===== config.mk =====
export PLATFORM = sky130hd
export DESIGN_NAME = clock_hhmm_mux_flat
export DESIGN_NICKNAME = d
export VERILOG_FILES = /design/src/rtl/clock_hhmm_mux_pkg.sv /design/src/rtl/clock_hhmm_mux_if.sv /design/src/rtl/clock_hhmm_mux_bcd_mod_counter.sv /design/src/rtl/clock_hhmm_mux.sv /design/src/flat_wrapper.sv
export SDC_FILE = /design/constraint.sdc
export NUM_CORES = 1
export LEC_CHECK = 0
export ABC_AREA = 0
export CORE_MARGIN = 2
export CORE_UTILIZATION = 40
export CTS_BUF_LIST = sky130_fd_sc_hd__clkbuf_2 sky130_fd_sc_hd__clkbuf_4 sky130_fd_sc_hd__clkbuf_8
export DETAILED_ROUTE_END_ITERATION = 8
export GPL_TIMING_DRIVEN = 1
export HOLD_SLACK_MARGIN = 0.02
export MAX_ROUTING_LAYER = met4
export REMOVE_ABC_BUFFERS = 1
export SYNTH_ARGS = -nofsm -noshare
export SYNTH_HDL_FRONTEND = slang
export SYNTH_SLANG_ARGS = --single-unit

===== constraint.sdc =====
create_clock -name clock -period 6.2 [get_ports clock]
set_input_delay 0.62 -clock clock [delete_from_list [all_inputs] [get_ports clock]]
set_output_delay 0.62 -clock clock [all_outputs]
set_load 0.01 [all_outputs]

===== src/rtl/clock_hhmm_mux_pkg.sv =====
// Shared types, hour limits and seven-segment lookup for the time-of-day
// counter and its multiplexed display.
package clock_hhmm_mux_pkg;

  typedef logic [3:0] bcd_digit_t;
  typedef logic [7:0] bcd2_t;

  typedef enum logic [1:0] {
    DIG_MIN_ONES = 2'd0,
    DIG_MIN_TENS = 2'd1,
    DIG_HR_ONES  = 2'd2,
    DIG_HR_TENS  = 2'd3
  } digit_idx_e;

  localparam int unsigned MIN_SEC_HI = 59;
  localparam int unsigned HR_LO      = 0;
  localparam int unsigned HR_HI_24   = 23;
  // 12h hours count 0..11 internally; raw 0 is shown as 12 so the 11->0 wrap toggles pm
  localparam int unsigned HR_HI_12   = 11;
  localparam bcd2_t       HR12_TOP   = 8'h12;

  function automatic bcd2_t to_bcd(input int unsigned v);
    return {4'(v / 10), 4'(v % 10)};
  endfunction

  // Active-high segments a..g,dp on bits 7..0
  function automatic logic [7:0] seg_code(input bcd_digit_t d);
    logic [7:0] s;
    case (d)
      4'd0:    s = 8'hFC;
      4'd1:    s = 8'h60;
      4'd2:    s = 8'hDA;
      4'd3:    s = 8'hF2;
      4'd4:    s = 8'h66;
      4'd5:    s = 8'hB6;
      4'd6:    s = 8'hBE;
      4'd7:    s = 8'hE4;
      4'd8:    s = 8'hFE;
      4'd9:    s = 8'hF6;
      default: s = 8'h00;
    endcase
    return s;
  endfunction

endpackage


===== src/rtl/clock_hhmm_mux_if.sv =====
// Control inputs and time/display outputs of the clock block.
interface clock_hhmm_mux_if;
  import clock_hhmm_mux_pkg::*;

  logic       run;
  logic       set_min;
  logic       set_hr;
  logic [7:0] Y;
  logic [3:0] K;
  bcd2_t      hh;
  bcd2_t      mm;
  bcd2_t      ss;
  logic       pm;
  logic       sec_tick;

  modport master (
    output run, set_min, set_hr,
    input  Y, K, hh, mm, ss, pm, sec_tick
  );

  modport slave (
    input  run, set_min, set_hr,
    output Y, K, hh, mm, ss, pm, sec_tick
  );
endinterface


===== src/rtl/clock_hhmm_mux_bcd_mod_counter.sv =====
// Two-digit BCD counter LO..HI with wrap flag; clr forces LO and wins over inc.
module bcd_mod_counter
  import clock_hhmm_mux_pkg::*;
#(
  parameter int unsigned LO = 0,
  parameter int unsigned HI = 59
) (
  input  logic  clock,
  input  logic  reset,
  input  logic  inc,
  input  logic  clr,
  output logic  wrap,
  output bcd2_t value
);

  localparam bcd2_t LO_BCD = to_bcd(LO);
  localparam bcd2_t HI_BCD = to_bcd(HI);

  bcd2_t r_value;
  bcd2_t w_next;

  always_comb begin
    w_next = r_value;
    if (r_value == HI_BCD) begin
      w_next = LO_BCD;
    end else if (r_value[3:0] == 4'd9) begin
      w_next = {r_value[7:4] + 4'd1, 4'd0};
    end else begin
      w_next = {r_value[7:4], r_value[3:0] + 4'd1};
    end
  end

  always_ff @(posedge clock or posedge reset) begin
    if (reset) begin
      r_value <= LO_BCD;
    end else if (clr) begin
      r_value <= LO_BCD;
    end else if (inc) begin
      r_value <= w_next;
    end
  end

  assign wrap  = inc & ~clr & (r_value == HI_BCD);
  assign value = r_value;

endmodule


===== src/rtl/clock_hhmm_mux.sv =====
// HH:MM:SS time-of-day counter with button set and a 4-digit multiplexed
// seven-segment driver; single clock, one-cycle enables.
module clock_hhmm_mux
  import clock_hhmm_mux_pkg::*;
#(
  parameter int unsigned TICK_CYCLES = 100_000_000,
  parameter int unsigned SCAN_CYCLES = 25_000,
  parameter bit          MODE_12H    = 1'b0
) (
  input  logic             clock,
  input  logic             reset,
  clock_hhmm_mux_if.slave  bus
);

  localparam int unsigned PRE_W  = $clog2(TICK_CYCLES);
  localparam int unsigned SCAN_W = (SCAN_CYCLES > 1) ? $clog2(SCAN_CYCLES) : 1;
  localparam int unsigned HR_HI  = MODE_12H ? HR_HI_12 : HR_HI_24;

  logic [PRE_W-1:0]  r_pre;
  logic [SCAN_W-1:0] r_scan;
  digit_idx_e        r_dig;
  logic              r_pm;

  logic       w_tick;
  logic       w_ss_wrap;
  logic       w_mm_wrap;
  logic       w_hh_wrap;
  logic       w_hh_inc;
  bcd2_t      w_ss;
  bcd2_t      w_mm;
  bcd2_t      w_hh_raw;
  bcd2_t      w_hh;
  bcd_digit_t w_digit;
  logic       w_dp;
  logic       w_blank;

  // A set_min in the tick cycle swallows the tick entirely
  assign w_tick = bus.run & ~bus.set_min & (r_pre == PRE_W'(TICK_CYCLES - 1));

  always_ff @(posedge clock or posedge reset) begin
    if (reset) begin
      r_pre <= '0;
    end else if (bus.set_min) begin
      r_pre <= '0;
    end else if (bus.run) begin
      r_pre <= (r_pre == PRE_W'(TICK_CYCLES - 1)) ? '0 : r_pre + PRE_W'(1);
    end
  end

  bcd_mod_counter #(.LO(0), .HI(MIN_SEC_HI)) u_ss (
    .clock (clock),
    .reset (reset),
    .inc   (w_tick),
    .clr   (bus.set_min),
    .wrap  (w_ss_wrap),
    .value (w_ss)
  );

  bcd_mod_counter #(.LO(0), .HI(MIN_SEC_HI)) u_mm (
    .clock (clock),
    .reset (reset),
    .inc   (bus.set_min | w_ss_wrap),
    .clr   (1'b0),
    .wrap  (w_mm_wrap),
    .value (w_mm)
  );

  // set_hr and a same-cycle carry collapse into a single increment
  assign w_hh_inc = bus.set_hr | (w_mm_wrap & ~bus.set_min);

  bcd_mod_counter #(.LO(HR_LO), .HI(HR_HI)) u_hh (
    .clock (clock),
    .reset (reset),
    .inc   (w_hh_inc),
    .clr   (1'b0),
    .wrap  (w_hh_wrap),
    .value (w_hh_raw)
  );

  always_ff @(posedge clock or posedge reset) begin
    if (reset) begin
      r_pm <= 1'b0;
    end else if (MODE_12H && w_hh_wrap) begin
      r_pm <= ~r_pm;
    end
  end

  assign w_hh = (MODE_12H && (w_hh_raw == 8'h00)) ? HR12_TOP : w_hh_raw;

  always_ff @(posedge clock or posedge reset) begin
    if (reset) begin
      r_scan <= '0;
      r_dig  <= DIG_MIN_ONES;
    end else if (r_scan == SCAN_W'(SCAN_CYCLES - 1)) begin
      r_scan <= '0;
      r_dig  <= digit_idx_e'(r_dig + 2'd1);
    end else begin
      r_scan <= r_scan + SCAN_W'(1);
    end
  end

  always_comb begin
    w_digit = '0;
    case (r_dig)
      DIG_MIN_ONES: w_digit = w_mm[3:0];
      DIG_MIN_TENS: w_digit = w_mm[7:4];
      DIG_HR_ONES:  w_digit = w_hh[3:0];
      DIG_HR_TENS:  w_digit = w_hh[7:4];
      default:      w_digit = '0;
    endcase
  end

  // Colon blink: dp on hour-ones during the first half of each second
  assign w_dp    = (r_dig == DIG_HR_ONES) && (r_pre < PRE_W'(TICK_CYCLES / 2));
  assign w_blank = MODE_12H && (r_dig == DIG_HR_TENS) && (w_hh[7:4] == 4'd0);

  assign bus.Y        = w_blank ? 8'hFF : ~(seg_code(w_digit) | {7'd0, w_dp});
  assign bus.K        = ~(4'b0001 << r_dig);
  assign bus.hh       = w_hh;
  assign bus.mm       = w_mm;
  assign bus.ss       = w_ss;
  assign bus.pm       = r_pm;
  assign bus.sec_tick = w_tick;

endmodule


===== src/flat_wrapper.sv =====
// flat-port wrapper written by rule: the top's interface ports become plain ports
module clock_hhmm_mux_flat import clock_hhmm_mux_pkg::*;
#(
  parameter int unsigned TICK_CYCLES = 100_000_000,
  parameter int unsigned SCAN_CYCLES = 25_000,
  parameter bit          MODE_12H    = 1'b0
)
  (clock, reset, bus_run, bus_set_min, bus_set_hr, bus_Y, bus_K, bus_hh, bus_mm, bus_ss, bus_pm, bus_sec_tick);
  clock_hhmm_mux_if bus_i ();
  input  logic clock;
  input  logic reset;
  input wire logic [$bits(bus_i.run)-1:0] bus_run;
  input wire logic [$bits(bus_i.set_min)-1:0] bus_set_min;
  input wire logic [$bits(bus_i.set_hr)-1:0] bus_set_hr;
  output wire logic [$bits(bus_i.Y)-1:0] bus_Y;
  output wire logic [$bits(bus_i.K)-1:0] bus_K;
  output wire logic [$bits(bus_i.hh)-1:0] bus_hh;
  output wire logic [$bits(bus_i.mm)-1:0] bus_mm;
  output wire logic [$bits(bus_i.ss)-1:0] bus_ss;
  output wire logic [$bits(bus_i.pm)-1:0] bus_pm;
  output wire logic [$bits(bus_i.sec_tick)-1:0] bus_sec_tick;
  assign bus_i.run = bus_run;
  assign bus_i.set_min = bus_set_min;
  assign bus_i.set_hr = bus_set_hr;
  assign bus_Y = bus_i.Y;
  assign bus_K = bus_i.K;
  assign bus_hh = bus_i.hh;
  assign bus_mm = bus_i.mm;
  assign bus_ss = bus_i.ss;
  assign bus_pm = bus_i.pm;
  assign bus_sec_tick = bus_i.sec_tick;
  clock_hhmm_mux #(.TICK_CYCLES(TICK_CYCLES), .SCAN_CYCLES(SCAN_CYCLES), .MODE_12H(MODE_12H)) u_core (.clock(clock), .reset(reset), .bus(bus_i));
endmodule

==> results.txt, run 1 <==
----------------------------------------------------
[GRT]
  Global-route met3 utilization ... 2.391%
  Number of global-route vias before repair ... 3263
  Antenna violations before repair ... 0
  M2 GR Usage ... 27.06%
  Total congestion overflow after global routing ... 0
  Layer carrying the most global-route usage ... met2
  Global routing met1 resource utilization ... 24.11%
  Maximum number of pins on one net before global-route repair ... 69
  Global-route wire length before repair ... 15.95 mm
  Total global-route track usage ... around 18%

[Run status]
  Run status ... complete, no violations

[Hold path]
  Class of the most critical hold timing path ... register to register
  Start point of the worst min-delay path ... u_core.r_scan[0]$_DFF_PP0_

[CTS]
  H-tree Lvls ... 3
  Clock tree from TritonCTS ... yes
  Clock transition at the register clock pins on the worst setup and hold paths after CTS ... 0.08 ns
  Setup fix buffers added after clock tree synthesis ... 0
  Post-cts sizing count ... 0
  Bufs on Longest Clock Path ... 2
  Num CTS Buffers ... 9
  Number of hold buffers added after CTS ... 0
  Clock insertion delay at the later pin of the skew report ... 0.36 ns
  Clock Root Buffer ... sky130_fd_sc_hd__clkbuf_8
  Clock Sink Count ... 68

[Detailed routing]
  Via count ... approximately 3500
  Number of design rule violations left after detail routing ... 0
  Detailed-router iteration count before antenna repair ... 5
  Routed Antenna Nets ... 0
  Average detailed-routed wire length per instance ... 14.92 um
  Detailed Route Iter0 Violations ... 226
  Drt via density ... 5.593
  Total Routed Length ... 9.431 mm

[Synth]
  Post-synthesis share of cell area spent on full adders, half adders and majority gates ... about 6.3%
  Simple-gate portion of the synthesized area ... 25.01%
  Most frequently used flop master after synthesis ... sky130_fd_sc_hd__dfrtp_1
  Post-synth ARST share ... 100.0%
  Synthesized-area fraction occupied by xor and xnor cells ... 3.766%
  Synth Area in Compound Gates ... 15.48%
  Mean cell area of the mapped netlist ... 9.121 sq um
  Yosys warning count ... 1
  Number of enable-type register cells in the synthesized netlist ... 0
  Number of cells produced by synthesis ... between 400 and 500
  Multiplexer share of the synthesized area ... roughly 4.8%
  Post-synthesis instance area ... 4187 sq um
  Distinct cells, synth ... 53
  Yosys reg bits ... 68
  Sequential share of the synthesized area ... 40.65%
  Main combinational cell family by area after synthesis ... simple AND/OR/NAND/NOR gates

[Critical path]
  Worst-path maximum fanout ... 6
  Delay of the slowest cell on the worst path ... about 0.56 ns
  Critical Path Sink Type ... primary output
  Worst setup path startpoint ... u_core.r_dig[0]$_DFFE_PP0N_
  Setup Crit Path Kind ... register to primary output
  Cell-by-cell trace of the critical path ... inv_1, ha_1, inv_1, mux2i_1, inv_1, ha_1, mux2_2, a22oi_1, clkdlybuf4s50_1
  Worst path most repeated cell ... sky130_fd_sc_hd__inv_1
  Data arrival time of the critical path ... roughly 3.1 ns
  Startpoint of the most critical register-to-register path ... u_core.r_pre[9]$_DFFE_PP0P_
  Data required time of the worst path ... 5.58 ns
  Startpoint kind of the worst setup timing path ... register
  Crit-path slowest cell ... sky130_fd_sc_hd__clkdlybuf4s50_1

[Cells and area]
  Combined area of the multi-input logic cells ... 2328 sq um
  Fraction of final layout cells sized beyond drive strength 1 ... 7.460%
  Storage element area ... 1702 sq um
  Synthesis-to-layout area growth ... 18.35%
  Post-route core utilization ... between 40% and 50%
  Commonest cells after routing, fill and taps aside ... sky130_fd_sc_hd__dfrtp_1, sky130_fd_sc_hd__clkdlybuf4s50_1, sky130_fd_sc_hd__nand2_1
  Filler Cells Inserted ... 951
  Leading cell type in the layout, fill and taps excluded ... sky130_fd_sc_hd__dfrtp_1
  Final antenna diode count ... 0
  Net count of the finished layout ... roughly 520

[Pwr]
  PD cells ... 317.3 nW/um^2
  Leakage dissipation ... roughly 2.1 nW
  Peak supply drop ... 0.1942 mV

[Floorplanning]
  Placeable core region ... slightly above 10000 sq um
  Height of the die ... 106.3 um
  Die ar. ... approximately 11000 sq um
  Die W ... 106.3 um
  Starting density of the core ... 40.92%
  Number of rows created at floorplan ... 37
  Count of pins on the block boundary ... 43

[Placed design]
  Total half-perimeter wirelength after legalization and detailed placement ... roughly 6.5 mm
  Final RePlAce weighted congestion ... 0.8232
  Worst setup slack before clock tree synthesis ... 2.896 ns
  IO buf count ... 41

[Timing]
  Maximum achievable frequency ... 271.2 MHz
  Post-Route Skew ... 0.01480 ns
  Least-Margin Pin Slew ... 1.045 ns
  Setup tns final ... 0 ns
  Setup repair after global routing missed its margin ... no
  Minimum clock period after layout ... about 3.7 ns
  Pins Over Slew Limit ... 0
  Final setup violation count ... 0
  Worst slew margin relative to its limit ... a little under 30%
  Tcrit/Tclk final ... 59.48%
  Final worst slack ... about 2.5 ns
  Number of hold-slack violations in the final timing report ... 0

[Flow run]
  Max-Cap Viols ... 0

----------------------------------------------------
layer usage:
metal	vias to the layer above	part of all wire, %
met2	56	46
met1	1702	49
met3	13	3.0
met4	0	2.1
met5	-	0
li1	1764	-
logic make-up (layout without fill, tap and decap cells):
family          count (synthesis)  in the layout
buf+inv                        42             79
simple gates                  189            189
fa+ha+maj                      21             21
mux                            19             19
compound gates                101            101
flops                          68             68
other cells                     1              1
xor+xnor                       18             18
flip-flops by register name (all words and copies together) (netlist names):
name and count:
u_core.u_ss.value 8, u_core.r_dig 2, u_core.r_pre 27, u_core.u_hh.value 8, u_core.u_mm.value 8, u_core.r_scan 15
layout make-up:
class	instances	area share (%)
flip-flops and latches	68	34.34
clock inverters	4	1.919
repair buffers	43	8.586
multi-input cells	349	46.99
clock buffers	12	3.207
well taps	136	3.434
inverters	20	1.515
worst paths after layout:
path                       slack [ns]  depth (start not counted)                               end
max in group asynchronous        4.77                          3       u_core.r_pre[3]$_DFFE_PP0P_
hold / removal                   0.45                          1        u_core.r_scan[0]$_DFF_PP0_
setup reg to reg                 3.24                          5  u_core.u_mm.value[0]$_DFFE_PP0P_
min in group asynchronous        0.84                          3  u_core.u_hh.value[0]$_DFFE_PP0P_
hold reg to reg                  0.45                          1        u_core.r_scan[0]$_DFF_PP0_
setup / recovery                 2.51                          9                          bus_Y[3]
cells in the mapped netlist (all sizes together), types with 5 or more instances:
library cell	n	area, sq um
mux2i	9	90.09
clkbuf	20	75.07
nor2	34	127.6
xor2	10	87.58
and4	7	61.31
a31oi	24	150.1
ha	21	262.8
nand2	39	146.4
or3	5	31.28
inv	20	75.07
o21ai	20	100.1
mux2	10	112.6
nor3	5	25.02
a21oi	23	115.1
and3	10	62.56
dfrtp	68	1702
nand3	29	145.1
xnor2	8	70.07
nor4	9	71.32
nand4	12	75.07
critical path, delay by kind of cell, from the launching register on:
family | cells | cell delay [ns]
compound gates | 1 | 0.14
buf+inv | 4 | 0.99
mux | 2 | 0.74
flops | 1 | 0.38
fa+ha+maj | 2 | 0.46
where the power goes:
group	internal, mW	switching [mW]
clock	0.293	0.175
combinational	0.290	0.233
sequential	0.491	0.0901
metrics by stage:
stage / cells / cell area (sq um) / hold WS [ns] / power [mW]
after floorplan: 437 / 4099 / 0.4251 / 0.8653
after global placement: 616 / 4701 / 0.4434 / 1.109
after detailed placement: 616 / 4701 / 0.4530 / 1.116
after CTS: 632 / 4955 / 0.4623 / 1.589
after global routing: 632 / 4955 / 0.5046 / 1.670
final: 632 / 4955 / 0.4542 / 1.572
Note: power is estimated with default switching activity, not from simulation.
==> run 2, diff against run 1 <==
- clock period: 6.2 -> 3.8 ns (I/O delays scaled with it)
==> results.txt, run 2 (synthesis gave the netlist of run 1 again) <==
----------------------------------------------------
[Cells and area]
  Final antenna diode count ... 0 (unchanged)
  Leading cell type in the layout, fill and taps excluded ... sky130_fd_sc_hd__dfrtp_1
  Post-route core utilization ... 48.26% (-0.17 points)
  Net count of the finished layout ... 521 (+0.77%)
  Synthesis-to-layout area growth ... 17.93%
  Largest registers ... u_core.r_pre (27), u_core.r_scan (15)
  Fin cells ... 636 (+0.63%)
  Largest register FFs ... 27 (unchanged)
  Most flop-heavy register ... u_core.r_pre
  Finished layout cell area ... 4937 sq um (-0.35%)
  Commonest cells after routing, fill and taps aside ... sky130_fd_sc_hd__dfrtp_1, sky130_fd_sc_hd__clkdlybuf4s50_1, sky130_fd_sc_hd__nand2_1
  Fraction of final layout cells sized beyond drive strength 1 ... 8.200% (+0.74 points)

[Timing]
  Final worst slack ... 0.3847 ns (-2.128 ns)
  Minimum clock period after layout ... 3.415 ns
  Number of hold-slack violations in the final timing report ... 0 (unchanged)
  Setup tns final ... 0 ns (unchanged)
  Post-Route Skew ... 0.01159 ns (-0.003211 ns)
  Worst hold slack across all endpoints ... 0.4730 ns (+0.01884 ns)
  Tcrit/Tclk final ... 89.88%
  Worst slew margin relative to its limit ... 35.51% (+5.8 points)
  Maximum achievable frequency ... 292.8 MHz
  Least-Margin Pin Slew ... 0.9673 ns (-0.07738 ns)
  Final setup violation count ... 0 (unchanged)
  Setup repair after global routing missed its margin ... no
  Pins Over Slew Limit ... 0 (unchanged)

[Detailed routing]
  Drt via density ... 5.646 (+0.95%)
  Average detailed-routed wire length per instance ... 14.87 um (-0.38%)
  Number of design rule violations left after detail routing ... 0 (unchanged)
  Total Routed Length ... 9.455 mm (+0.25%)
  Via count ... 3591 (+1.6%)
  Detailed Route Iter0 Violations ... 180 (-20%)
  Detailed-router iteration count before antenna repair ... 4 (-1)
  Routed Antenna Nets ... 0 (unchanged)

[Floorplanning]
  Die ar. ... 11300 sq um (unchanged)
  Height of the die ... 106.3 um (unchanged)
  Starting density of the core ... 40.92% (unchanged)
  Die W ... 106.3 um (unchanged)
  Number of rows created at floorplan ... 37 (unchanged)
  Count of pins on the block boundary ... 43 (unchanged)
  Placeable core region ... 10230 sq um (unchanged)

[Placed design]
  Total half-perimeter wirelength after legalization and detailed placement ... 6.755 mm (+3.9%)
  Final RePlAce weighted congestion ... 0.8347 (+1.4%)
  IO buf count ... 41 (unchanged)
  Cell Area, Placed ... 4731 sq um (+0.64%)
  Post-placement cell count ... 620 (+0.65%)
  Worst setup slack before clock tree synthesis ... 0.7146 ns (-2.181 ns)

[GRT]
  Maximum number of pins on one net before global-route repair ... 47 (-32%)
  Global-route wire length before repair ... 15.98 mm (+0.22%)
  Antenna violations before repair ... 0 (unchanged)
  Total global-route track usage ... 17.86% (-0.095 points)
  Total congestion overflow after global routing ... 0 (unchanged)
  Number of global-route vias before repair ... 3396 (+4.1%)

[CTS]
  Clock transition at the register clock pins on the worst setup and hold paths after CTS ... 0.07 ns (about the same)
  Number of hold buffers added after CTS ... 0 (unchanged)
  Clock insertion delay at the later pin of the skew report ... 0.34 ns (-0.02 ns)
  Clock Sink Count ... 68 (unchanged)
  Post-cts sizing count ... 0 (unchanged)
  Setup fix buffers added after clock tree synthesis ... 0 (unchanged)
  Clock Root Buffer ... sky130_fd_sc_hd__clkbuf_8
  Clock tree from TritonCTS ... yes
  Num CTS Buffers ... 9 (unchanged)
  H-tree Lvls ... 3 (unchanged)
  Bufs on Longest Clock Path ... 2 (unchanged)

[Pwr]
  Peak supply drop ... 0.3036 mV (+56%)
  Leakage dissipation ... 2.058 nW (-0.22%)
  PD cells ... 494.4 nW/um^2 (+56%)
  Overall Power ... 2.441 mW (+55%)

[Critical path]
  Data required time of the worst path ... 3.42 ns (-2.16 ns)
  Startpoint kind of the worst setup timing path ... register
  Crit path buf inv count ... 3 (-1)
  Delay of the slowest cell on the worst path ... 0.56 ns (about the same)
  Worst-path maximum fanout ... 6 (unchanged)
  Critical Path Sink Type ... primary output
  Reg-to-reg setup timing slack ... 0.88 ns (-2.36 ns)
  Data arrival time of the critical path ... 3.04 ns (-0.03 ns)
  Largest delay share family, worst path ... buffers and inverters
  Setup Crit Path Kind ... register to primary output
  Cell-by-cell trace of the critical path ... inv_1, ha_1, a222oi_1, mux2i_1, inv_1, ha_1, mux2_2, a22oi_1, clkdlybuf4s50_1
  Crit-path slowest cell ... sky130_fd_sc_hd__clkdlybuf4s50_1

[Flow run]
  Max-Cap Viols ... 0 (unchanged)

[Run status]
  Run status ... complete, no violations

[Hold path]
  Class of the most critical hold timing path ... register to register

----------------------------------------------------
run 2: path summary, 6_finish.rpt:
path | from | end | depth (start not counted)
max reg2reg | u_core.r_pre[9]$_DFFE_PP0P_ | u_core.u_mm.value[0]$_DFFE_PP0P_ | 5
max in group asynchronous | reset | u_core.r_pre[13]$_DFFE_PP0P_ | 3
max | u_core.r_dig[0]$_DFFE_PP0N_ | bus_Y[3] | 9
min | u_core.r_scan[0]$_DFF_PP0_ | u_core.r_scan[0]$_DFF_PP0_ | 1
min reg2reg | u_core.r_scan[0]$_DFF_PP0_ | u_core.r_scan[0]$_DFF_PP0_ | 1
min in group asynchronous | reset | u_core.r_scan[3]$_DFF_PP0_ | 2
run 2: metal layers:
layer	routed length, um	GRT usage, %	vias up
met2	4409	27.84	68
li1	-	-	1769
met4	116	5.733	0
met3	318	3.495	8
met1	4611	23.54	1746
met5	0	-	-
run 2: report_power, final:
part | internal, mW | switching (mW)
Combinational | 0.482 | 0.388
Clock | 0.345 | 0.279
Sequential | 0.800 | 0.146
Total | 1.63 | 0.814
run 2: worst register-to-register path: stages, from the launching register on:
cell                      delay [ns]
sky130_fd_sc_hd__dfrtp_1        0.46
sky130_fd_sc_hd__or4_4          0.58
sky130_fd_sc_hd__or4_4          0.54
sky130_fd_sc_hd__nor4_1         0.64
sky130_fd_sc_hd__or2_2          0.26
sky130_fd_sc_hd__mux2_2         0.34
run 2: layout make-up:
| type | instances | area (sq um) |
|---|---|---|
| well taps | 136 | 170.2 |
| clock buffers | 12 | 158.9 |
| fillers | 992 | 5294 |
| repair buffers | 47 | 455.4 |
| clock inverters | 4 | 47.55 |
| multi-input cells | 349 | 2328 |
| flip-flops and latches | 68 | 1702 |
| inverters | 20 | 75.07 |
